===== src/rtl/noc_packet_sender_pkg.sv =====
// Shared NoC transmit definitions: default widths, header field layout and the
// packetizer state encoding.
package noc_packet_sender_pkg;

   localparam int NOC_DATA_WIDTH = 32;
   localparam int NOC_COORD_W    = 4;
   localparam int NOC_LEN_W      = 8;

   // Header fields sit in COORD_W-wide slots from bit 0 upward; len follows the last slot.
   localparam int HDR_DX_SLOT  = 0;
   localparam int HDR_DY_SLOT  = 1;
   localparam int HDR_SX_SLOT  = 2;
   localparam int HDR_SY_SLOT  = 3;
   localparam int HDR_LEN_SLOT = 4;

   typedef enum logic {
      IDLE = 1'b0,
      BODY = 1'b1
   } state_t;

endpackage


===== src/rtl/noc_packet_sender_if.sv =====
// Handshake bundle between the local IP, the packetizer and the router injection
// port: command channel, payload channel and the outgoing flit channel.
interface noc_packet_sender_if
   import noc_packet_sender_pkg::*;
#(
   parameter int FLIT_W  = NOC_DATA_WIDTH,
   parameter int COORD_W = NOC_COORD_W,
   parameter int LEN_W   = NOC_LEN_W
);

   logic               cmd_valid;
   logic               cmd_ready;
   logic [COORD_W-1:0] cmd_dest_x;
   logic [COORD_W-1:0] cmd_dest_y;
   logic [LEN_W-1:0]   cmd_len;

   logic               pl_valid;
   logic               pl_ready;
   logic [FLIT_W-1:0]  pl_data;

   logic               Noc_send_valid;
   logic               Noc_send_ready;
   logic [FLIT_W-1:0]  Noc_send_flit;
   logic               Noc_send_is_header;
   logic               Noc_send_is_tail;

   modport slave (
      input  cmd_valid, cmd_dest_x, cmd_dest_y, cmd_len,
      input  pl_valid, pl_data,
      input  Noc_send_ready,
      output cmd_ready, pl_ready,
      output Noc_send_valid, Noc_send_flit, Noc_send_is_header, Noc_send_is_tail
   );

   modport master (
      output cmd_valid, cmd_dest_x, cmd_dest_y, cmd_len,
      output pl_valid, pl_data,
      output Noc_send_ready,
      input  cmd_ready, pl_ready,
      input  Noc_send_valid, Noc_send_flit, Noc_send_is_header, Noc_send_is_tail
   );

endinterface


===== src/rtl/noc_flit_out_reg.sv =====
// Single-entry flit output register with valid/ready hold semantics; a load in
// the cycle of a handshake overwrites the register without dropping valid.
module noc_flit_out_reg #(
   parameter int FLIT_W = 32
) (
   input  logic              clk,
   input  logic              rst,
   input  logic              load,
   input  logic [FLIT_W-1:0] load_flit,
   input  logic              load_header,
   input  logic              load_tail,
   input  logic              ready,
   output logic              valid,
   output logic [FLIT_W-1:0] flit,
   output logic              is_header,
   output logic              is_tail,
   output logic              slot_free
);

   assign slot_free = !valid || ready;

   // Callers only assert load when slot_free, so held fields are never disturbed.
   always_ff @(posedge clk or posedge rst) begin
      if (rst) begin
         valid     <= 1'b0;
         flit      <= '0;
         is_header <= 1'b0;
         is_tail   <= 1'b0;
      end else if (load) begin
         valid     <= 1'b1;
         flit      <= load_flit;
         is_header <= load_header;
         is_tail   <= load_tail;
      end else if (ready) begin
         valid     <= 1'b0;
      end
   end

endmodule


===== src/rtl/noc_packet_sender.sv =====
// Transmit-side packetizer: turns a (dest, len) command plus a payload word
// stream into one header flit followed by len payload flits for the router.
module noc_packet_sender
   import noc_packet_sender_pkg::*;
#(
   parameter int FLIT_W  = NOC_DATA_WIDTH,
   parameter int COORD_W = NOC_COORD_W,
   parameter int LEN_W   = NOC_LEN_W,
   parameter int SRC_X   = 0,
   parameter int SRC_Y   = 0
) (
   input  logic                 noc_clk,
   input  logic                 rst,
   noc_packet_sender_if.slave   bus,
   output logic                 busy,
   output logic                 pkt_done
);

   localparam int DX_OFF  = HDR_DX_SLOT  * COORD_W;
   localparam int DY_OFF  = HDR_DY_SLOT  * COORD_W;
   localparam int SX_OFF  = HDR_SX_SLOT  * COORD_W;
   localparam int SY_OFF  = HDR_SY_SLOT  * COORD_W;
   localparam int LEN_OFF = HDR_LEN_SLOT * COORD_W;

   state_t             state;
   logic [LEN_W-1:0]   remaining;

   logic               slot_free;
   logic               cmd_hs;
   logic               pl_hs;
   logic               load;
   logic [FLIT_W-1:0]  load_flit;
   logic               load_header;
   logic               load_tail;
   logic [FLIT_W-1:0]  header;

   logic               out_valid;
   logic [FLIT_W-1:0]  out_flit;
   logic               out_header;
   logic               out_tail;

   always_comb begin
      header                         = '0;
      header[DX_OFF  +: COORD_W]     = bus.cmd_dest_x;
      header[DY_OFF  +: COORD_W]     = bus.cmd_dest_y;
      header[SX_OFF  +: COORD_W]     = COORD_W'(SRC_X);
      header[SY_OFF  +: COORD_W]     = COORD_W'(SRC_Y);
      header[LEN_OFF +: LEN_W]       = bus.cmd_len;
   end

   // Readies are gated by rst so every output reads 0 while reset is held.
   assign bus.cmd_ready = !rst && (state == IDLE) && slot_free;
   assign bus.pl_ready  = !rst && (state == BODY) && slot_free;

   assign cmd_hs = bus.cmd_valid && bus.cmd_ready;
   assign pl_hs  = bus.pl_valid  && bus.pl_ready;
   assign load   = cmd_hs || pl_hs;

   always_comb begin
      load_flit   = bus.pl_data;
      load_header = 1'b0;
      load_tail   = (remaining == LEN_W'(1));
      if (cmd_hs) begin
         load_flit   = header;
         load_header = 1'b1;
         load_tail   = (bus.cmd_len == '0);
      end
   end

   noc_flit_out_reg #(
      .FLIT_W (FLIT_W)
   ) u_out (
      .clk         (noc_clk),
      .rst         (rst),
      .load        (load),
      .load_flit   (load_flit),
      .load_header (load_header),
      .load_tail   (load_tail),
      .ready       (bus.Noc_send_ready),
      .valid       (out_valid),
      .flit        (out_flit),
      .is_header   (out_header),
      .is_tail     (out_tail),
      .slot_free   (slot_free)
   );

   assign bus.Noc_send_valid     = out_valid;
   assign bus.Noc_send_flit      = out_flit;
   assign bus.Noc_send_is_header = out_header;
   assign bus.Noc_send_is_tail   = out_tail;

   assign busy = (state != IDLE) || out_valid;

   // remaining is only decremented in BODY, where it is at least 1.
   always_ff @(posedge noc_clk or posedge rst) begin
      if (rst) begin
         state     <= IDLE;
         remaining <= '0;
         pkt_done  <= 1'b0;
      end else begin
         pkt_done <= out_valid && bus.Noc_send_ready && out_tail;
         case (state)
            IDLE: begin
               if (cmd_hs) begin
                  remaining <= bus.cmd_len;
                  if (bus.cmd_len != '0) state <= BODY;
               end
            end
            BODY: begin
               if (pl_hs) begin
                  remaining <= remaining - LEN_W'(1);
                  if (remaining == LEN_W'(1)) state <= IDLE;
               end
            end
            default: state <= IDLE;
         endcase
      end
   end

endmodule


===== src/flat_wrapper.sv =====
// flat-port wrapper written by rule: the top's interface ports become plain ports
module noc_packet_sender_flat import noc_packet_sender_pkg::*;
#(
   parameter int FLIT_W  = NOC_DATA_WIDTH,
   parameter int COORD_W = NOC_COORD_W,
   parameter int LEN_W   = NOC_LEN_W,
   parameter int SRC_X   = 0,
   parameter int SRC_Y   = 0
)
  (noc_clk, rst, busy, pkt_done, bus_cmd_valid, bus_cmd_dest_x, bus_cmd_dest_y, bus_cmd_len, bus_pl_valid, bus_pl_data, bus_Noc_send_ready, bus_cmd_ready, bus_pl_ready, bus_Noc_send_valid, bus_Noc_send_flit, bus_Noc_send_is_header, bus_Noc_send_is_tail);
  noc_packet_sender_if #(.FLIT_W(FLIT_W), .COORD_W(COORD_W), .LEN_W(LEN_W)) bus_i ();
  input  logic noc_clk;
  input  logic rst;
  output logic busy;
  output logic pkt_done;
  input wire logic [$bits(bus_i.cmd_valid)-1:0] bus_cmd_valid;
  input wire logic [$bits(bus_i.cmd_dest_x)-1:0] bus_cmd_dest_x;
  input wire logic [$bits(bus_i.cmd_dest_y)-1:0] bus_cmd_dest_y;
  input wire logic [$bits(bus_i.cmd_len)-1:0] bus_cmd_len;
  input wire logic [$bits(bus_i.pl_valid)-1:0] bus_pl_valid;
  input wire logic [$bits(bus_i.pl_data)-1:0] bus_pl_data;
  input wire logic [$bits(bus_i.Noc_send_ready)-1:0] bus_Noc_send_ready;
  output wire logic [$bits(bus_i.cmd_ready)-1:0] bus_cmd_ready;
  output wire logic [$bits(bus_i.pl_ready)-1:0] bus_pl_ready;
  output wire logic [$bits(bus_i.Noc_send_valid)-1:0] bus_Noc_send_valid;
  output wire logic [$bits(bus_i.Noc_send_flit)-1:0] bus_Noc_send_flit;
  output wire logic [$bits(bus_i.Noc_send_is_header)-1:0] bus_Noc_send_is_header;
  output wire logic [$bits(bus_i.Noc_send_is_tail)-1:0] bus_Noc_send_is_tail;
  assign bus_i.cmd_valid = bus_cmd_valid;
  assign bus_i.cmd_dest_x = bus_cmd_dest_x;
  assign bus_i.cmd_dest_y = bus_cmd_dest_y;
  assign bus_i.cmd_len = bus_cmd_len;
  assign bus_i.pl_valid = bus_pl_valid;
  assign bus_i.pl_data = bus_pl_data;
  assign bus_i.Noc_send_ready = bus_Noc_send_ready;
  assign bus_cmd_ready = bus_i.cmd_ready;
  assign bus_pl_ready = bus_i.pl_ready;
  assign bus_Noc_send_valid = bus_i.Noc_send_valid;
  assign bus_Noc_send_flit = bus_i.Noc_send_flit;
  assign bus_Noc_send_is_header = bus_i.Noc_send_is_header;
  assign bus_Noc_send_is_tail = bus_i.Noc_send_is_tail;
  noc_packet_sender #(.FLIT_W(FLIT_W), .COORD_W(COORD_W), .LEN_W(LEN_W), .SRC_X(SRC_X), .SRC_Y(SRC_Y)) u_core (.noc_clk(noc_clk), .rst(rst), .bus(bus_i), .busy(busy), .pkt_done(pkt_done));
endmodule

===== config.mk =====
export PLATFORM = sky130hd
export DESIGN_NAME = noc_packet_sender_flat
export DESIGN_NICKNAME = d
export VERILOG_FILES = /design/src/rtl/noc_packet_sender_pkg.sv /design/src/rtl/noc_packet_sender_if.sv /design/src/rtl/noc_flit_out_reg.sv /design/src/rtl/noc_packet_sender.sv /design/src/flat_wrapper.sv
export SDC_FILE = /design/constraint.sdc
export NUM_CORES = 1
export LEC_CHECK = 0
export CORE_MARGIN = 4
export CORE_UTILIZATION = 43
export CTS_BUF_LIST = sky130_fd_sc_hd__clkbuf_8
export DETAILED_ROUTE_END_ITERATION = 10
export PLACE_DENSITY = 0.83
export SLEW_MARGIN = 30
export SYNTH_ARGS = -nofsm -noshare
export SYNTH_HDL_FRONTEND = slang
export SYNTH_SLANG_ARGS = --single-unit

===== constraint.sdc =====
create_clock -name noc_clk -period 2.25 [get_ports noc_clk]
set_input_delay 0.45 -clock noc_clk [delete_from_list [all_inputs] [get_ports noc_clk]]
set_output_delay 0.45 -clock noc_clk [all_outputs]
set_load 0.02 [all_outputs]

* Yosys cells after proc, flatten, opt, wreduce, memory -nomap -nowiden *
Cells that the tools add are included.

word-level totals
  word-level logic and storage cells = 42
  input bits = 53
  flip-flop bits (word level) = 45
  output and inout bits = 39

operators by class
  reduce and logical (&&, ||, !) cells = 17
  eq/ne operators = 3
  add/sub/neg operators = 1
  mux-type cells = 13
  bitwise logic cells = 1

operator list
  operator                                                               count
  32-bit two-way mux                                                     1
  8-bit two-way mux                                                      2
  8-bit case mux with 2 select lines                                     1
  8-bit by 1-bit equality test with 1-bit output, second input constant  1
  1-bit logical AND                                                      8
  8-bit logical NOT                                                      1
  1-bit two-way mux                                                      8
  8-bit nonzero test                                                     1
  8-bit by 1-bit subtractor with 8-bit output, second input constant     1
  1-bit logical OR                                                       3
  1-bit logical NOT                                                      2
  2-bit by 1-bit != test with 1-bit output, second input constant        1
  2-bit != test, second input constant                                   1
  1-bit case mux with 2 select lines                                     1
  2-bit AND reduction                                                    1
  2-bit nonzero test                                                     1
  1-bit NOT                                                              1

* Logic depth before layout (Yosys ltp) *
Gate-level depths: netlist (run 1).

  depth after elaboration = 6
  gate-level depth with buffers = 7
  gate-level depth less buffers = 6

* By module *
From an unflattened synthesis (run 1), not the netlist that was laid out.

unflattened totals
  cell total of the unflattened synthesis = 223
  area, all modules = 2421.1 um^2

by module, submodules not included
  module             sequential area each (um^2)  cells each  area each (um^2)  instances
  noc_flit_out_reg   875.8                        76          1455.1            1
  noc_packet_sender  250.2                        147         965.9             1

* Least setup slack after synthesis (run 1) *
Ideal clock, no wire load.

  kind = input-to-reg
  from = in rst
  to = reg u_core.u_out.flit[11]
  setup time = 0.066 ns
  arrival time = 2.386 ns
  required time = 2.184 ns
  stages on the path = 5
  buffers on the path = 2
  setup slack = -0.202 ns
  cells stage by stage = inv_1 -> and4_1 -> clkbuf_1 -> buf_1 -> a22o_1

on the way
  cells in the longest elaborated chain, start to end = 5
  elaborated cells between the ends (all ways) = 9
  those cells by class = mux (1); reduce/logical (8)

ends and longest elaborated chain
  element                                                        line                                              source
  start, declared                                                flat_wrapper.sv:13                                input logic rst;
  1-bit logical NOT (*)                                          noc_packet_sender.sv:52, noc_packet_sender.sv:53
  1-bit logical AND, on equally long branches (2 in series)      noc_packet_sender.sv:52, noc_packet_sender.sv:53
  1-bit logical AND, on equally long branches                    noc_packet_sender.sv:55, noc_packet_sender.sv:56
  32-bit two-way mux / 1-bit logical OR (equally long branches)  noc_packet_sender.sv:63, noc_packet_sender.sv:57
  end signal, assigned                                           noc_flit_out_reg.sv:31                            flit <= load_flit;
  end, declared                                                  noc_flit_out_reg.sv:14                            output logic [FLIT_W-1:0] flit,

Every way passes the cells marked *; elsewhere a longest branch is shown, timed or not.
A chain may end at the register's enable or synchronous reset.

* Worst setup path in the final report (run 1) *
  from = in bus_Noc_send_ready
  to = out bus_pl_ready

on the way
  cells in the longest elaborated chain, start to end = 2

ends and longest elaborated chain
  element            line                     source
  start, declared    flat_wrapper.sv:22       input wire logic [$bits(bus_i.Noc_send_ready)-1:0] bus_Noc_send_ready;
  1-bit logical OR   noc_flit_out_reg.sv:20   assign slot_free = !valid || ready;
  1-bit logical AND  noc_packet_sender.sv:53  assign bus.pl_ready = !rst && (state == BODY) && slot_free;
  end, declared      flat_wrapper.sv:24       output wire logic [$bits(bus_i.pl_ready)-1:0] bus_pl_ready;

Every way passes these cells.

==> impl_metrics.tcl, run 1 <==
set metrics [dict create \
    startpoint "bus_Noc_send_ready" \
    placed_area_um2 3053 \
    crit_arrival_ns 1.61 \
    netlist_instances 204 \
    clockBufferDepth 2 \
    clkPwrFrac_pct 16.5 \
    netlist_area_um2 2023 \
    htreeDepth 2 \
    worst_pin_slew_ns 0.5946 \
    ctsHoldBuffers 0 \
    min_to "u_core.u_out.flit[16]" \
    finalWeightedCongestion 0.7782 \
    avgSynthCellArea_um2 9.918 \
    port_buffers 91 \
    ant_nets 0 \
    r2r_end "u_core.remaining[6]" \
    clock_sink_count 45 \
    drtPass1Iterations 4 \
    status "completed" \
    clock_latency_ns 0.29 \
    maxSlewHeadroom_pct 60.36 \
    worst_ep_required_time_ns 1.80 \
    criticalPathCategory "input port to primary output" \
    drt_first_iter_violations 105 \
    utilization_pct 71.26 \
    grt_pass1_wl_um 9108 \
    clk_pin_slew_worst_paths_ns 0.08 \
    pre_cts_slack_ns -0.05537 \
    route.detailed.drc 0 \
    final_nets 358 \
    combPwrFrac_pct 47.1 \
    ir_worst_vdd_uv 494.8 \
    cts-buffers-inserted 5 \
    power.density_nw_per_um2 1157 \
    switchingPower_mw 1.325 \
    synth_largest_area_cell "dfrtp_1" \
    fin_area_um2 3167 \
    p_sw_share_pct 36.16 \
    synth_warnings 0 \
    synth_top_area_share_pct 55.66 \
    grt_pass1_vias 1928 \
    ys_seq_elements 45 \
    multi_input_area_um2 819.5 \
    grt_max_degree 30 \
    synth_nets 259 \
    start_util_pct 45.52 \
    rrSetupSlack_ns 0.43 \
    num_antenna_cells 0 \
    core_area_um2 4444 \
    finClkSkew_ns 0.005657 \
    die-height_um 76.60 \
    dp_hpwl_um 4229 \
    rows 24 \
    die_x_um 76.60 \
    worstHoldPathCells 2 \
    ios 92 \
    ys.flop_type "dfrtp_1" \
    dieArea_um2 5867 \
    worst_setup_path_start_kind "input port" \
    synth.most_common_cell "dfrtp_1" \
    hp-start "u_core.u_out.flit[16]" \
    regArea_um2 1126 \
    hold_path.class "flip-flop to flip-flop" \
    dp.cells 348 \
    critPathMaxFanout 3 \
    syn2layout_area_growth_pct 56.52 \
    viasPerCell 5.376 \
    async_flop_share_pct 100.0 \
    tritoncts "yes" \
    finalHoldViolations 0 \
    r2r_cells 6 \
    synthTopCellsByArea "dfrtp_1, a22o_1, nand2_1, a21oi_1, a22oi_1" \
    synth_cell_types 33 \
    grt_setup_unrepaired "no" \
    vias 1914 \
    wl_um 5496 \
    setup-violations-final 0 \
    period_share_pct 91.61 \
    seqPwrFrac_pct 36.4 \
    synth_edf_count 0 \
    wl_per_cell_um 15.44 \
    drive_above_1_share_pct 9.539 \
    intPower_mw 2.339 \
    maxCapViolCount 0 \
    finalNonFillerCells 356 \
    power_leakage_nw 1.428 \
    finalMaxSlewViolations 0 \
    track_usage_pct 19.23 \
    antenna_found_initial 0 \
    end_kind "primary output" \
    overflow 0 \
    crit-reg2reg-launch "u_core.remaining[0]" \
    ys_seq_area_share_pct 55.66 \
    fillCellCount 343 \
    max_freq_mhz 485.1 \
    fin_crit_ns 2.061 \
    ctsRootBufferMaster "clkbuf_8" \
    synthTopCellsByCount "dfrtp_1, nand2_1, a21oi_1, a22o_1, nor2_1" \
    fin_ws_ns 0.1887 \
]
-- how the worst max path moves through the flow --
stage,to,cells past startpoint,slack (ns)
after detailed placement,bus_pl_ready,4,-0.06
after global routing,bus_cmd_ready,4,0.11
after floorplan,u_core.u_out.flit[11],5,0.12
final,bus_pl_ready,4,0.19
after global placement,bus_pl_ready,4,-0.02
after CTS,bus_pl_ready,4,0.19
-- kinds of logic (layout without fill, tap and decap cells) --
| family | after synthesis | in the layout | synth area share (%) |
|---|---|---|---|
| mux | 1 | 1 | 0.4948 |
| compound gates | 63 | 63 | 20.59 |
| flops | 45 | 45 | 55.66 |
| buf+inv | 18 | 118 | 3.834 |
| simple gates | 75 | 75 | 18.18 |
| fa+ha+maj | 2 | 2 | 1.237 |
-- registers in the layout (all words and copies together) (netlist names) --
name / flops
u_core.pkt_done: 1
u_core.u_out.valid: 1
u_core.u_out.is_tail: 1
u_core.u_out.flit: 32
u_core.u_out.is_header: 1
u_core.remaining: 8
u_core.state: 1
-- metal layers --
layer | GRT usage, % | share of wire (%)
met1 | 23.92 | 43
met2 | 32.25 | 49
met3 | 5.083 | 6.7
met4 | 6.703 | 1.0
met5 | 0 | 0
-- worst max-delay path: stages --
cell and delay [ns]:
clkdlybuf4s50_1 0.44, nor2b_1 0.29, nor3_1 0.10, dlygate4sd2_1 0.34
-- cell usage in the layout, fill, tap and decap left out, types with 3 or more instances in the layout --
master / instances
a21oi_1: 23
buf_4: 15
nand2_1: 38
clkbuf_8: 6
a22oi_1: 7
nor3_1: 5
clkdlybuf4s50_1: 89
o21ai_0: 6
dfrtp_1: 45
inv_1: 4
and4_1: 3
o22ai_1: 5
nor2_1: 11
a22o_1: 17
-- cell type report --
class,count,area share (%)
sequential,45,35.56
timing repair buffer,106,32.24
multi-input combinational,141,25.88
clock buffer,6,2.608
tap,52,2.055
clock inverter,2,1.067
inverter,4,0.5927
-- power groups by stage --
stage                     combinational (mW)  clock (mW)  sequential (mW)
after CTS                               1.75       0.621             1.33
after detailed placement                1.74           0             1.34
after floorplan                        0.656           0             1.60
after global routing                    1.87       0.661             1.37
final                                   1.73       0.606             1.33
after global placement                  1.70           0             1.33
-- through the flow --
| step | hold WS, ns | power (mW) | setup TNS, ns |
|---|---|---|---|
| 2_1_floorplan | 0.4742 | 2.258 | 0 |
| 3_3_place_gp | 0.4523 | 3.025 | -0.03582 |
| 3_5_place_dp | 0.4685 | 3.083 | -0.06201 |
| 4_1_cts | 0.4882 | 3.699 | 0 |
| 5_1_grt | 0.5171 | 3.900 | 0 |
| 6_report | 0.4930 | 3.665 | 0 |
-- repair_timing --
| action | CTS | global route |
|---|---|---|
| buffers inserted | 0 | 0 |
| hold endpoints to repair | 0 | 0 |
| endpoints found under the setup margin | 2 | 0 |
| gates resized for setup | 2 | 0 |
No activity file was read; power rests on OpenSTA's default activity.
==> run 2: changes to the inputs <==
Settings changed: CORE_ASPECT_RATIO set to 0.5, CORE_UTILIZATION 43 to 65, DONT_BUFFER_PORTS set to 1, PLACE_DENSITY 0.83 to 0.81.
==> run 2 against run 1 <==
Net effect: setup slack improved by 0.037 ns; register-to-register slack got worse by 0.14 ns; cell count decreased by 32%; power decreased by 19%; combinational power decreased by 55%; global-route usage increased by 4.5 points; clock skew increased by 0.0035 ns; die area decreased by 30%; largest cell class unchanged; design area decreased by 32%.
==> impl_metrics.tcl, run 2 (synthesis gave the netlist of run 1 again) <==
set metrics [dict create \
    viasPerCell 6.376 \
    die-height_um 47.45 \
    tns_ns 0 \
    status "completed" \
    regArea_um2 1126 \
    maxSlewHeadroom_pct 54.96 \
    worst_pin_slew_ns 0.6756 \
    power.density_nw_per_um2 1375 \
    power_mw 2.969 \
    clock_sink_count 45 \
    maxCapViolCount 0 \
    fillCellCount 191 \
    rrSetupSlack_ns 0.29 \
    worstHoldPathCells 2 \
    intPower_mw 1.694 \
    finClkSkew_ns 0.009187 \
    seqPwrFrac_pct 56.3 \
    multi_input_area_um2 819.5 \
    final_cell_mix "dfrtp_1, nand2_1, a21oi_1" \
    ctsRootBufferMaster "clkbuf_8" \
    cts_resized 0 \
    worst_setup_path_start_kind "input port" \
    final_nets 259 \
    vias 1543 \
    clockBufferDepth 2 \
    htreeDepth 2 \
    crit_arrival_ns 2.21 \
    min_to "u_core.u_out.flit[17]" \
    worst_ep_required_time_ns 2.44 \
    start_util_pct 72.74 \
    dieArea_um2 4123 \
    track_usage_pct 23.76 \
    finalMaxSlewViolations 0 \
    r2r_cells 4 \
    criticalPathCategory "input port to flip-flop" \
    reg_top3 "u_core.u_out.flit (32), u_core.remaining (8)" \
    grt_setup_unrepaired "no" \
    combPwrFrac_pct 26.3 \
    antenna_found_initial 0 \
    port_buffers 0 \
    post-cts-setup-buffers 0 \
    end_kind "flip-flop" \
    ctsHoldBuffers 1 \
    num_antenna_cells 0 \
    power_leakage_nw 1.017 \
    hold_path.class "input port to flip-flop" \
    period_share_pct 89.96 \
    hp-start "bus_cmd_len[1]" \
    finalWeightedCongestion 0.8661 \
    core_area_um2 2781 \
    crit-reg2reg-launch "u_core.u_out.valid" \
    grt_pass1_vias 1532 \
    ios 92 \
    setup-violations-final 0 \
    grt_max_degree 39 \
    rows 13 \
    max_freq_mhz 494.1 \
    switchingPower_mw 1.274 \
    ir_worst_vdd_uv 753.3 \
    p_sw_share_pct 42.92 \
    wl_um 4596 \
    drt_first_iter_violations 106 \
    die_x_um 86.90 \
    drtPass1Iterations 4 \
    dp_hpwl_um 3263 \
    largest_reg_flops 32 \
    r2r_end "u_core.u_out.flit[15]" \
    dp.cells 233 \
    overflow 0 \
    fin_crit_ns 2.024 \
    grt_pass1_wl_um 7238 \
    syn2layout_area_growth_pct 6.741 \
    ant_nets 0 \
    clkPwrFrac_pct 17.4 \
    tritoncts "yes" \
    cts-buffers-inserted 5 \
    finalHoldViolations 0 \
    critPathMaxFanout 14 \
    route.detailed.drc 0 \
    finalNonFillerCells 242 \
    wl_per_cell_um 18.99 \
    mostFrequentLayoutCell "dfrtp_1" \
    clk_pin_slew_worst_paths_ns 0.09 \
    top_register "u_core.u_out.flit" \
    clock_latency_ns 0.30 \
    drive_above_1_share_pct 10.24 \
]
## run 2: metrics by stage
stage	area [µm²]	hold slack, ns	worst slack (ns)	util (%)
2_1_floorplan	2027	0.4742	0.1230	-
3_3_place_gp	2056	0.2539	0.3546	73.91
3_5_place_dp	2056	0.2575	0.3112	73.91
4_1_cts	2160	0.2741	0.2569	77.64
5_1_grt	2160	0.2712	0.1169	77.64
6_report	2160	0.2756	0.2260	77.64
## run 2: critical path, cell delays in order
cell	delay, ns
dlygate4sd3_1	0.58
clkinvlp_4	0.19
nand4_1	0.53
o22ai_1	0.39
a21oi_1	0.06
## run 2: cell type report
cell class	instances	share of cell area, %
sequential	45	52.14
timing repair buffer	7	2.549
clock inverter	3	1.159
multi-input combinational	141	37.95
inverter	4	0.8691
clock buffer	5	3.187
tap	37	2.144
## run 2: worst max path at each step
stage	cells after the start	slack [ns]	startpoint	endpoint
after floorplan	5	0.12	rst	u_core.u_out.flit[11]
after global placement	4	0.35	u_core.u_out.valid	u_core.u_out.flit[14]
after detailed placement	4	0.31	u_core.u_out.valid	u_core.u_out.flit[24]
after CTS	6	0.26	rst	u_core.u_out.flit[19]
after global routing	5	0.12	rst	u_core.remaining[2]
final	5	0.23	rst	u_core.remaining[3]
## run 2: power by group through the flow
stage                     Combinational [mW]  Clock, mW  Sequential, mW
after floorplan                        0.656          0            1.60
after global placement                 0.732          0            1.68
after global routing                   0.899      0.564            1.71
after detailed placement               0.778          0            1.68
after CTS                              0.785      0.522            1.67
final                                  0.781      0.517            1.67
## run 2: layer usage
metal | wire [µm] | up-vias | global-route usage, % | share of wire, %
met5 | 0 | - | 0 | 0
met4 | 58 | 0 | 9.006 | 1.3
met3 | 605 | 7 | 9.966 | 13
met2 | 1971 | 85 | 35.60 | 43
met1 | 1961 | 723 | 31.68 | 43
li1 | - | 728 | - | -
